### config.mk
export PLATFORM = sky130hd
export DESIGN_NAME = mod_updown_counter_flat
export DESIGN_NICKNAME = d
export VERILOG_FILES = /design/src/rtl/mod_updown_counter_if.sv /design/src/rtl/mod_updown_counter.sv /design/src/flat_wrapper.sv
export SDC_FILE = /design/constraint.sdc
export NUM_CORES = 1
export LEC_CHECK = 0
export CORE_MARGIN = 4
export CORE_UTILIZATION = 48
export DETAILED_ROUTE_END_ITERATION = 6
export PLACE_DENSITY = 0.76
export SYNTH_ARGS = -nofsm -noshare
export SYNTH_HDL_FRONTEND = slang
export SYNTH_SLANG_ARGS = --single-unit
### constraint.sdc
create_clock -name clk -period 3.1 [get_ports clk]
set_input_delay 0.62 -clock clk [delete_from_list [all_inputs] [get_ports clk]]
set_output_delay 0.62 -clock clk [all_outputs]
set_load 0.02 [all_outputs]
### src/rtl/mod_updown_counter_if.sv
// Command and status bundle for mod_updown_counter.
// The master drives commands; the counter (slave) returns count, terminal flags and pulses.
interface mod_updown_counter_if #(
  parameter int WIDTH  = 8,
  parameter int STEP_W = 4
);
  // Commands are level-sampled on every rising clk edge; there is no valid/ready
  // handshake. Priority is clear > load > enable > hold.
  logic              clear;
  logic              load;
  logic [WIDTH-1:0]  load_value;
  logic              enable;
  logic              up;
  logic [STEP_W-1:0] step;
  logic [WIDTH-1:0]  count;
  logic              at_max;
  logic              at_min;
  logic              overflow;
  logic              underflow;

  modport master (
    output clear, load, load_value, enable, up, step,
    input  count, at_max, at_min, overflow, underflow
  );

  modport slave (
    input  clear, load, load_value, enable, up, step,
    output count, at_max, at_min, overflow, underflow
  );
endinterface

### src/rtl/mod_updown_counter.sv
// Parametrised modulo/saturating up/down counter with variable step, synchronous
// load/clear, terminal-count flags and registered overflow/underflow pulses.
module mod_updown_counter #(
  parameter int WIDTH    = 8,
  parameter int MAX_VAL  = 255,
  parameter int SATURATE = 0,
  parameter int STEP_W   = 4
) (
  input  logic                  clk,
  input  logic                  reset_n,
  mod_updown_counter_if.slave   cnt_if
);

  localparam int EW = WIDTH + 1;
  localparam logic [WIDTH:0] MAX_EXT = EW'(MAX_VAL);
  localparam logic [WIDTH:0] MOD_EXT = EW'(MAX_VAL + 1);

  logic [WIDTH-1:0] count_q;
  logic             overflow_q;
  logic             underflow_q;

  logic [WIDTH:0]   count_ext;
  logic [WIDTH:0]   step_ext;
  logic [WIDTH:0]   s_clamp;
  logic [WIDTH:0]   sum_up;
  logic [WIDTH:0]   load_ext;
  logic [WIDTH:0]   next_ext;
  logic             next_ov;
  logic             next_un;

  // The step is clamped to MAX_VAL so a single add/subtract of the modulus
  // always brings the result back into 0..MAX_VAL.
  always_comb begin
    count_ext = {1'b0, count_q};
    step_ext  = EW'(cnt_if.step);
    s_clamp   = (step_ext > MAX_EXT) ? MAX_EXT : step_ext;
    sum_up    = count_ext + s_clamp;
    load_ext  = {1'b0, cnt_if.load_value};
    next_ext  = count_ext;
    next_ov   = 1'b0;
    next_un   = 1'b0;

    if (cnt_if.clear) begin
      next_ext = '0;
    end else if (cnt_if.load) begin
      next_ext = (load_ext > MAX_EXT) ? MAX_EXT : load_ext;
    end else if (cnt_if.enable) begin
      if (cnt_if.up) begin
        if (sum_up > MAX_EXT) begin
          next_ov  = 1'b1;
          next_ext = (SATURATE != 0) ? MAX_EXT : (sum_up - MOD_EXT);
        end else begin
          next_ext = sum_up;
        end
      end else begin
        if (count_ext >= s_clamp) begin
          next_ext = count_ext - s_clamp;
        end else begin
          next_un  = 1'b1;
          next_ext = (SATURATE != 0) ? '0 : (count_ext + (MOD_EXT - s_clamp));
        end
      end
    end
  end

  always_ff @(posedge clk or negedge reset_n) begin
    if (!reset_n) begin
      count_q     <= '0;
      overflow_q  <= 1'b0;
      underflow_q <= 1'b0;
    end else begin
      count_q     <= WIDTH'(next_ext);
      overflow_q  <= next_ov;
      underflow_q <= next_un;
    end
  end

  assign cnt_if.count     = count_q;
  assign cnt_if.at_max    = (count_q == WIDTH'(MAX_VAL));
  assign cnt_if.at_min    = (count_q == '0);
  assign cnt_if.overflow  = overflow_q;
  assign cnt_if.underflow = underflow_q;

endmodule

### src/flat_wrapper.sv
// flat-port wrapper written by rule: the top's interface ports become plain ports
module mod_updown_counter_flat 
#(
  parameter int WIDTH    = 8,
  parameter int MAX_VAL  = 255,
  parameter int SATURATE = 0,
  parameter int STEP_W   = 4
)
  (clk, reset_n, cnt_if_clear, cnt_if_load, cnt_if_load_value, cnt_if_enable, cnt_if_up, cnt_if_step, cnt_if_count, cnt_if_at_max, cnt_if_at_min, cnt_if_overflow, cnt_if_underflow);
  mod_updown_counter_if #(.WIDTH(WIDTH), .STEP_W(STEP_W)) cnt_if_i ();
  input  logic clk;
  input  logic reset_n;
  input wire logic [$bits(cnt_if_i.clear)-1:0] cnt_if_clear;
  input wire logic [$bits(cnt_if_i.load)-1:0] cnt_if_load;
  input wire logic [$bits(cnt_if_i.load_value)-1:0] cnt_if_load_value;
  input wire logic [$bits(cnt_if_i.enable)-1:0] cnt_if_enable;
  input wire logic [$bits(cnt_if_i.up)-1:0] cnt_if_up;
  input wire logic [$bits(cnt_if_i.step)-1:0] cnt_if_step;
  output wire logic [$bits(cnt_if_i.count)-1:0] cnt_if_count;
  output wire logic [$bits(cnt_if_i.at_max)-1:0] cnt_if_at_max;
  output wire logic [$bits(cnt_if_i.at_min)-1:0] cnt_if_at_min;
  output wire logic [$bits(cnt_if_i.overflow)-1:0] cnt_if_overflow;
  output wire logic [$bits(cnt_if_i.underflow)-1:0] cnt_if_underflow;
  assign cnt_if_i.clear = cnt_if_clear;
  assign cnt_if_i.load = cnt_if_load;
  assign cnt_if_i.load_value = cnt_if_load_value;
  assign cnt_if_i.enable = cnt_if_enable;
  assign cnt_if_i.up = cnt_if_up;
  assign cnt_if_i.step = cnt_if_step;
  assign cnt_if_count = cnt_if_i.count;
  assign cnt_if_at_max = cnt_if_i.at_max;
  assign cnt_if_at_min = cnt_if_i.at_min;
  assign cnt_if_overflow = cnt_if_i.overflow;
  assign cnt_if_underflow = cnt_if_i.underflow;
  mod_updown_counter #(.WIDTH(WIDTH), .MAX_VAL(MAX_VAL), .SATURATE(SATURATE), .STEP_W(STEP_W)) u_core (.clk(clk), .reset_n(reset_n), .cnt_if(cnt_if_i));
endmodule
==> results.toml, run 1 <==
[worst_setup_path]
slowest_stage = "sky130_fd_sc_hd__clkdlybuf4s50_1"
critical_path_peak_fanout = 5
worstSetupStartpointType = "input port"
reg2reg_depth = 10
worst-path-buf-inv = 2
critical_path_arrival_ns = 3.04
path_delay_family = "compound AO/OA/AOI/OAI gates"
setup.worst_path.class = "in2reg"
r2r_end = "u_core.cnt_if.count[2]$_DFFE_PN0P_"
critical_path_required_ns = 3.28
path_cells = "clkdlybuf4s50_1 -> ha_1 -> inv_1 -> fa_1 -> a21o_1 -> a21oi_2 -> nand3_2 -> o311ai_1 -> a21oi_1 -> a211oi_1"
critical_path.max_stage_delay_ns = 0.54
crit_path_end_kind = "flop"
crit-reg2reg-launch = "u_core.cnt_if.count[0]$_DFFE_PN0P_"
r2r_slack_ns = 0.61

[clock_tree]
worst_skew_pair.late_latency_ns = 0.28
clk_pin_slew_worst_paths_ns = 0.07
clock-sinks = 10
hold_fix_buffers_at_cts = 0
post_cts_resized = 0
cts_tree = "yes"
cts_inserted_buffers = 3
root_buffer = "sky130_fd_sc_hd__clkbuf_4"
cts.repair_timing.setup_buffer_count = 0
clock_tree.htree_level_count = 1
max-clock-path-buffers = 2

[die]
fp.coreArea_um2 = 2830
initial_core_util_pct = 51.5
fp.dieW_um = 63.1
die_area_um2 = 3980
die_height_um = 63.1
fp-row-count = 19
ios = 30

[synthesis]
syn_nets = 220
synth.ff_latch_count = 10
synth_cells = 184
synth_ff_type = "sky130_fd_sc_hd__dfrtp_1"
synth-edff-count = 0
syn-cell-area_um2 = 1460
synth_cell_type_count = 53
async_reset_ff_share_pct = 100
synth_seq_area_share_pct = 17.2
synth.yosys.warnings = 0
avg_synthesized_cell_area_um2 = 7.92

[drt]
detailedRoute.firstIterationViolations = 77
dr_total_vias = 1447
drt_pass1_iterations = 4
remaining_drc_errors = 0
detail_route.wl_per_cell_um = 16.0
ant_nets = 0
detail_route.wirelength_um = 3880
post_drt_via_cell_ratio = 5.95

[sta]
timing_worst_slew_pin_value_ns = 0.498
slew_headroom_pct = 66.7
finalHoldViolations = 0
timing.final.max_slew_violations = 0
grt_setup_unrepaired = "false"
finalHoldWorstSlack_ns = 0.661
fin_worst_skew_ns = 0.00802
timing.final.crit_period_ns = 2.86
setup-tns-final_ns = 0
final_critical_path_setup_slack_ns = 0.241
min_period_over_period_pct = 92.2
max_freq_mhz = 350
final-setup-viol-count = 0

[final_layout]
fin_cells = 243
finish.instance_area_um2 = 1790
ff_latch_area_um2 = 250
antenna-diode-count = 0
core_occupancy_in_the_finished_layout_pct = 63.3
final_common_cell = "sky130_fd_sc_hd__clkdlybuf4s50_1"
layout_common_cells = "sky130_fd_sc_hd__clkdlybuf4s50_1 (29), sky130_fd_sc_hd__a21oi_1 (18), sky130_fd_sc_hd__inv_1 (16)"
layout-area-overhead-vs-synth_pct = 22.8
drive_gt1_share_pct = 7.55
multiInputGateArea_um2 = 1080
final_nets = 250
num-fill-cells = 267

[placement]
buffer_ports.inserted = 29
dpl_cell_area_um2 = 1770
place_ws_ns = -0.0491
placedCellCount = 240
routabilityCongestion = 1.01
dpl.hpwl_um = 3140

[grt]
gr-total-overflow = 0
grt_max_degree = 15
global_route_wire_length_before_repair_um = 6600
track_usage_pct = 20.6
antenna_found_initial = 0
first_global_vias = 1370

[flow_run]
maxCapViolCount = 0

[power]
vdd_ir_drop_max_mv = 0.134
p_per_area_nw_per_um2 = 329
totalPowerFinal_mw = 0.589
leakage_nw = 0.778

[worst_hold_path]
worst_hold_path_type = "in2async"

[status]
outcome = "completed"
==> Yosys cell counts (3+ instances only) <==
cell	n	area, µm²
sky130_fd_sc_hd__a21oi_1	18	90.1
sky130_fd_sc_hd__inv_1	16	60.1
sky130_fd_sc_hd__ha_1	15	188
sky130_fd_sc_hd__nor2_1	15	56.3
sky130_fd_sc_hd__dfrtp_1	10	250
sky130_fd_sc_hd__nand2_1	10	37.5
sky130_fd_sc_hd__xnor2_1	9	78.8
sky130_fd_sc_hd__mux2i_1	5	50.1
sky130_fd_sc_hd__nor3_1	5	25.0
sky130_fd_sc_hd__nor3b_1	5	37.5
sky130_fd_sc_hd__nand2b_1	4	25.0
sky130_fd_sc_hd__nand4_1	4	25.0
sky130_fd_sc_hd__o21ai_1	4	20.0
sky130_fd_sc_hd__a211oi_1	3	22.5
sky130_fd_sc_hd__a21o_1	3	22.5
sky130_fd_sc_hd__buf_2	3	15.0
sky130_fd_sc_hd__fa_1	3	60.1
sky130_fd_sc_hd__o31ai_1	3	22.5
==> how the worst max path moves through the flow <==
stage | startpoint | endpoint | slack [ns] | depth (start not counted)
2_1_floorplan | cnt_if_step[1] | u_core.cnt_if.count[6]$_DFFE_PN0P_ | 0.77 | 10
3_3_place_gp | cnt_if_step[0] | u_core.cnt_if.count[2]$_DFFE_PN0P_ | -0.11 | 10
3_5_place_dp | cnt_if_step[0] | u_core.cnt_if.count[2]$_DFFE_PN0P_ | -0.05 | 10
4_1_cts | cnt_if_step[0] | u_core.cnt_if.count[2]$_DFFE_PN0P_ | 0.21 | 10
5_1_grt | cnt_if_step[1] | u_core.cnt_if.count[7]$_DFFE_PN0P_ | 0.02 | 11
6_report | cnt_if_step[0] | u_core.cnt_if.count[2]$_DFFE_PN0P_ | 0.24 | 10
==> state kept, by name, indices dropped and copies added (netlist names) <==
name                     count
u_core.cnt_if.count          8
u_core.cnt_if.overflow       1
u_core.cnt_if.underflow      1
==> worst register-to-register path: cells and delay by family (launching register included) <==
family	cells	cell delay (ns)
compound gates	5	1.06
fa+ha+maj	2	0.59
buf+inv	2	0.15
flops	1	0.44
simple gates	1	0.17
==> per-layer routing <==
metal,track usage (%),part of all wire (%),vias to the layer above
met5,0,0,-
met4,9.09,2.3,0
met3,2.13,6.5,8
met2,32.8,45,55
met1,28.0,46,665
li1,-,-,719
==> cell families after synthesis <==
| kind of cell | count (synthesis) | synth area share (%) |
|---|---|---|
| simple gates | 58 | 22.3 |
| fa+ha+maj | 18 | 17.0 |
| buf+inv | 28 | 9.01 |
| mux | 5 | 3.43 |
| xor+xnor | 11 | 6.61 |
| compound gates | 54 | 24.5 |
| flops | 10 | 17.2 |
==> final cells by class <==
type / count / area share, %
Multi-Input combinational cell: 146 / 60.1
Timing Repair Buffer: 35 / 18.7
Tap cell: 31 / 2.17
Clock buffer: 3 / 1.26
Inverter: 18 / 3.77
Sequential cell: 10 / 14.0
==> power by group <==
part | switching [mW] | internal [mW] | leakage, nW
clock | 0.0485 | 0.0450 | 0.0138
combinational | 0.177 | 0.158 | 0.631
sequential | 0.0201 | 0.140 | 0.133
(Power assumes the default switching activity.)
==> run 2, diff against run 1 <==
Settings changed: SLEW_MARGIN set to 20.
==> results of run 2 <==
No change in the layout: final DEF, timing and power equal those of run 1.
